$ cat src/rtl/unified_memory_arbiter.sv
// unified_memory_arbiter: arbitrates the fetch stage and the MEM stage onto a
// single-port memory. One transaction is outstanding at a time. The request
// fields are registered when the grant is made and are held until ramAck.
// The owner's valid strobe follows ramAck by one cycle.
// Data requests win by default. Define MEM_ARB_STARVE_GUARD_EN to add a
// counter that forces a fetch grant after STARVE_LIMIT consecutive data grants
// made while a fetch was waiting.
module unified_memory_arbiter #(
  parameter int ADDR_WIDTH   = 32,
  parameter int DATA_WIDTH   = 32,
  parameter int STARVE_LIMIT = 4
) (
  input  logic                  clk,
  input  logic                  reset,
  input  logic                  ifReq,
  input  logic [ADDR_WIDTH-1:0] ifAddr,
  output logic [DATA_WIDTH-1:0] ifRdata,
  output logic                  ifValid,
  input  logic                  memReq,
  input  logic                  memWe,
  input  logic [ADDR_WIDTH-1:0] memAddr,
  input  logic [DATA_WIDTH-1:0] memWdata,
  output logic [DATA_WIDTH-1:0] memRdata,
  output logic                  memValid,
  output logic                  ramReq,
  output logic                  ramWe,
  output logic [ADDR_WIDTH-1:0] ramAddr,
  output logic [DATA_WIDTH-1:0] ramWdata,
  input  logic [DATA_WIDTH-1:0] ramRdata,
  input  logic                  ramAck
);

  typedef enum logic [1:0] {
    IDLE      = 2'd0,
    GRANT_IF  = 2'd1,
    GRANT_MEM = 2'd2
  } state_t;

  state_t                  state_q;
  logic                    ram_req_q;
  logic                    ram_we_q;
  logic [ADDR_WIDTH-1:0]   ram_addr_q;
  logic [DATA_WIDTH-1:0]   ram_wdata_q;
  logic                    if_valid_q;
  logic                    mem_valid_q;
  logic [DATA_WIDTH-1:0]   if_rdata_q;
  logic [DATA_WIDTH-1:0]   mem_rdata_q;

  logic starved;
  logic grant_if;
  logic grant_mem;

`ifdef MEM_ARB_STARVE_GUARD_EN
  localparam int unsigned CW = $clog2(STARVE_LIMIT + 1);

  logic [CW-1:0] starve_q;
  logic [CW-1:0] starve_d;

  assign starved = (starve_q == CW'(STARVE_LIMIT));

  // Starvation count: bumps on a data grant that passes over a waiting fetch,
  // clears on any fetch grant or on an arbitration with no fetch waiting.
  always_comb begin
    starve_d = starve_q;
    if (state_q == IDLE && (memReq || ifReq)) begin
      if (grant_if) begin
        starve_d = '0;
      end else if (ifReq) begin
        starve_d = starved ? starve_q : starve_q + 1'b1;
      end else begin
        starve_d = '0;
      end
    end
  end

  // Starvation counter register.
  always_ff @(posedge clk or posedge reset) begin
    if (reset) begin
      starve_q <= '0;
    end else begin
      starve_q <= starve_d;
    end
  end
`else
  logic starve_unused;

  assign starved       = 1'b0;
  assign starve_unused = (STARVE_LIMIT != 0);
`endif

  // Arbitration decision. It takes effect only in IDLE.
  always_comb begin
    grant_if  = ifReq && (!memReq || starved);
    grant_mem = memReq && !grant_if;
  end

  // Arbiter FSM. All memory-side and requester-side outputs are registered.
  always_ff @(posedge clk or posedge reset) begin
    if (reset) begin
      state_q     <= IDLE;
      ram_req_q   <= 1'b0;
      ram_we_q    <= 1'b0;
      ram_addr_q  <= '0;
      ram_wdata_q <= '0;
      if_valid_q  <= 1'b0;
      mem_valid_q <= 1'b0;
      if_rdata_q  <= '0;
      mem_rdata_q <= '0;
    end else begin
      if_valid_q  <= 1'b0;
      mem_valid_q <= 1'b0;
      case (state_q)
        IDLE: begin
          if (grant_mem) begin
            ram_req_q   <= 1'b1;
            ram_we_q    <= memWe;
            ram_addr_q  <= memAddr;
            ram_wdata_q <= memWdata;
            state_q     <= GRANT_MEM;
          end else if (grant_if) begin
            ram_req_q   <= 1'b1;
            ram_we_q    <= 1'b0;
            ram_addr_q  <= ifAddr;
            ram_wdata_q <= '0;
            state_q     <= GRANT_IF;
          end
        end
        GRANT_IF: begin
          if (ramAck) begin
            ram_req_q  <= 1'b0;
            if_valid_q <= 1'b1;
            if_rdata_q <= ramRdata;
            state_q    <= IDLE;
          end
        end
        GRANT_MEM: begin
          if (ramAck) begin
            ram_req_q   <= 1'b0;
            mem_valid_q <= 1'b1;
            mem_rdata_q <= ram_we_q ? '0 : ramRdata;
            state_q     <= IDLE;
          end
        end
        default: begin
          ram_req_q <= 1'b0;
          state_q   <= IDLE;
        end
      endcase
    end
  end

  assign ramReq   = ram_req_q;
  assign ramWe    = ram_we_q;
  assign ramAddr  = ram_addr_q;
  assign ramWdata = ram_wdata_q;
  assign ifValid  = if_valid_q;
  assign ifRdata  = if_rdata_q;
  assign memValid = mem_valid_q;
  assign memRdata = mem_rdata_q;

endmodule
$ cat config.mk
export PLATFORM = sky130hd
export DESIGN_NAME = unified_memory_arbiter
export DESIGN_NICKNAME = d
export VERILOG_FILES = /design/src/rtl/unified_memory_arbiter.sv
export SDC_FILE = /design/constraint.sdc
export NUM_CORES = 1
export LEC_CHECK = 0
export BUFFER_PORTS_ARGS = -buffer_cell sky130_fd_sc_hd__buf_2
export CORE_MARGIN = 10
export CORE_UTILIZATION = 42
export DETAILED_ROUTE_END_ITERATION = 10
export PLACE_DENSITY = 0.77
export SKIP_CTS_REPAIR_TIMING = 1
export SYNTH_ARGS = -nofsm -noshare
export SYNTH_HDL_FRONTEND = slang
export SYNTH_SLANG_ARGS = --single-unit
export TNS_END_PERCENT = 10
$ cat constraint.sdc
create_clock -name clk -period 3.8 [get_ports clk]
set_input_delay 0.19 -clock clk [delete_from_list [all_inputs] [get_ports clk]]
set_output_delay 0.19 -clock clk [all_outputs]
set_load 0.1 [all_outputs]
# Word level (Yosys, flattened, before mapping)
# Index checks and enable logic that the tools add are counted.
# totals
register_bits	134
latchBits	0
ram_bits	0
rom_bits	0
in_bits	134
output_inout_bits	132
word_cells	42
n_memories	0
# classes
addsub	0
n_mul	0
n_div	0
magnitude_cmp	0
eq_ne	4
shifts	0
n_mux	18
n_bitwise	0
reduce_logical	11
# ops
operator	count
two-way mux 32 bit	5
two-way mux 1 bit	8
AND reduction 2 bit	4
two-way mux 2 bit	3
case mux 2 bit (2 select lines)	1
!= test 3 bit, second input constant	1
equality test 2 x 1 -> 1 bit, second input constant	1
equality test 2 bit, second input constant	1
logical AND 1 bit	2
zero test 1 bit	2
zero test 2 bit	1
!= test 2 x 1 -> 1 bit, second input constant	1
case mux 1 bit (2 select lines)	1
nonzero test 2 bit	1
OR reduction 2 bit	1

# Longest topological paths before layout
# logic_depth
depth_word	6
ltp_mapped	7
mapped_depth_nobuf	5

# Least setup slack after synthesis
# No wires, ideal clock.
# synth_path
path_kind	register to register
start	register ram_we_q, in the netlist ramWe
end	register mem_rdata_q[0], in the netlist memRdata[0]
setup_ps	134
arrival_time_ps	1384
setup_slack_ps	2282
path_stages_with_launch	4
path_buffers	1
period_less_slack_ps	1518
path_cell_list	dfrtp_1 clkbuf_1 nand2b_1 o21ai_0
# synth_via
elab_chain_cells	1
# synth_rtl
element	line_no	source
start: declaration	41	logic ram_we_q;
start signal: assignment	116	ram_we_q <= memWe;
two-way mux 32 bit	140	mem_rdata_q <= ram_we_q ? '0 : ramRdata;
end signal: assignment	140	
end: declaration	47	logic [DATA_WIDTH-1:0] mem_rdata_q;
# Every way passes these cells.
# A chain may end at the register's enable or synchronous reset.

# Worst setup path in the final report
# layout_path
start	register state_q[0]
end	register ram_addr_q[20], in the netlist ramAddr[20]
# layout_via
elab_chain_cells	2
# layout_rtl
element	line_no	source
start: declaration	39	state_t state_q;
start signal: assignment	100	state_q <= IDLE;
start signal: assignment	119	state_q <= GRANT_MEM;
start signal: assignment	125	state_q <= GRANT_IF;
zero test 2 bit	112	case (state_q)
AND reduction 2 bit (no source line)	n/a	
end signal: assignment	117	ram_addr_q <= memAddr;
end signal: assignment	123	ram_addr_q <= ifAddr;
end: declaration	42	logic [ADDR_WIDTH-1:0] ram_addr_q;
# Every way passes these cells.

==> metrics.cfg <==
[run_status]
outcome=finished with violations
violations=hold timing

[clock_network]
h-tree-depth=4
clk_path_buf_depth=2
cts_buffers=17
cts_root_buf=clkbuf_16
clock_sinks=134
insertion_delay_ps=410
cts_tree=done
cts.clk_slew.worst_paths_ps=60

[cells_and_area]
seq_area_um2=3350
fin_util_pct=59.2
fillers=1034
drive_gt1_share_pct=47.1
n_antenna_cell=0
area_growth_pct=36.1
nets=860
multi_input_area_um2=1980

[global_routing]
grt_pass1_wl_um=26000
grt_max_degree=77
overflow=0
gr-usage-all-layers_pct=17.7
grt_pass1_vias=4879
antenna_found_initial=0

[drt]
drt_drc_violations_left=0
drtAntennaViolNets=0
wl_per_cell_um=18.8
drtIter0Drc=263
first_pass_iters=4
vias=4688
viasPerCell=5.17
wl_um=17000

[worst_setup_path]
crit_chain=inv_1, ha_1, buf_4, nand2_1, o32ai_1, nor2_1
crit_fanout=32
critical_path.max_stage_delay_ps=750
critPathSlowestCell=nand2_1
cp.required_ps=4070
setup.worst_path.class=reg2reg
regToRegStartpoint=state_q[0]
critPathBufInv=2
crit_family=simple AND/OR/NAND/NOR gates
rrSetupSlack_ps=1300
arrival_ps=2770
cp-end-kind=flip-flop
critPathLaunchType=flip-flop
critPathLaunch=state_q[0]

[floorplanning]
coreArea_um2=12800
io_pins=266
die_y_um=135
die_area_um2=18200
dieWidth_um=135
start_util_pct=43.5
rows=41

[timing]
finalHoldViolCount=16
fin_crit_ps=2500
fmax_mhz=400
finalClockSkew_ps=12.9
rsz0062_at_grt=false
slew_violations=0
fin_crit_sh_pct=65.8
tns_ps=0
setup-violations-final=0
slew_headroom_pct=17.8
worst_hold_slack_ps=-25.1
tightest_slew_ps=1230

[synthesis]
avgSynthCellArea_um2=11.9
yosysWarningCount=0
synth_cell_types=25
ys_ff_latch=134
synth_nets=602
yosysTopAreaCell=dfrtp_1
synth_area_um2=5550
ys_seq_area_share_pct=60.4
synth_top_area_share_pct=60.4
yosys-top-cells-area=dfrtp_1, mux2_2, a22o_1, nand2b_1, o21ai_0
synthCells=465

[flow_run]
drv_cap=0

[place]
portBuffers=265
place_congestion=0.827
dp.final_hpwl_um=12500

[min_path]
min_path_type=in2async

[area by class of cell]
cell class,instances,share of cell area [%]
multi-input cells,289,26.2
inverters,6,0.331
well taps,172,2.85
repair buffers,275,18.7
clock inverters,12,1.71
clock buffers,19,5.86
flip-flops and latches,134,44.4
[stage by stage]
step	setup slack, ps	area, um^2	std cells	hold slack [ps]
final	1300	7560	907	-25.1
after detailed placement	1270	6930	871	421
after global routing	1110	7560	907	0.554
after floorplan	27.2	5550	465	330
after global placement	1470	6930	871	413
after CTS	1290	7510	902	-9.39
[logic make-up (layout without fill, tap and decap cells)]
logic type               count (synthesis)  in the layout  synth area share (%)
AO/OA/AOI/OAI                          118            118                  16.3
buffers and inverters                   42            312                  4.01
multiplexers                            32             32                  6.49
AND/OR/NAND/NOR                        136            136                  12.1
adder cells (fa/ha/maj)                  3              3                 0.676
flip-flops                             134            134                  60.4
[registers in the layout, summed over array words and instances, names as in the netlist]
| signal | cells |
|---|---|
| ramWdata | 32 |
| ifRdata | 32 |
| ifValid | 1 |
| state_q | 2 |
| memValid | 1 |
| ramAddr | 32 |
| ramReq | 1 |
| ramWe | 1 |
| memRdata | 32 |
[Yosys cell counts]
cell        n
o32ai_1    10
mux2_2     32
buf_1       1
dfrtp_1   134
a21boi_0    1
nor3_1     18
and2_1      1
o21a_1      1
nand2_4     1
buf_6       5
nand2_1    37
nor3b_1     9
o22ai_1    25
a22o_1     34
o21ai_0    34
o32ai_2    10
buf_4       2
inv_1       6
or2_2       1
clkbuf_1   12
a21oi_1     3
buf_2      16
ha_1        3
nand2b_1   37
nor2_1     32
[final timing paths]
check,to,depth (start not counted)
worst max register to register,ramAddr[20],6
max in group asynchronous,state_q[1],3
worst min register to register,memRdata[31],2
worst max-delay path,ramAddr[20],6
worst min-delay path,ramWdata[19],2
min in group clk,ramWdata[0],2
[metal layers]
layer	vias to the layer above	track usage [%]	routed length [um]
li1	2189	-	-
met3	12	7.05	1540
met2	207	29.7	8320
met1	2280	20.5	7030
met4	0	5.14	157
met5	-	0	0
[layout by cell type (no fill, tap or decap), drive strengths merged, types with 2 or more instances in the layout]
| master | count |
|---|---|
| clkinv | 6 |
| dfrtp | 134 |
| nor2 | 32 |
| inv | 7 |
| dlygate4sd3 | 5 |
| o22ai | 25 |
| ha | 3 |
| a22o | 34 |
| o21ai | 34 |
| mux2 | 32 |
| nand2b | 37 |
| nor3 | 18 |
| clkbuf | 19 |
| a21oi | 3 |
| o32ai | 20 |
| nand2 | 38 |
| nor3b | 9 |
| buf | 270 |
| clkinvlp | 3 |
| bufinv | 2 |
Power is left out: the tool's default activity adds up to more than one toggle a clock period on the data nets, which glitch-free logic cannot reach.
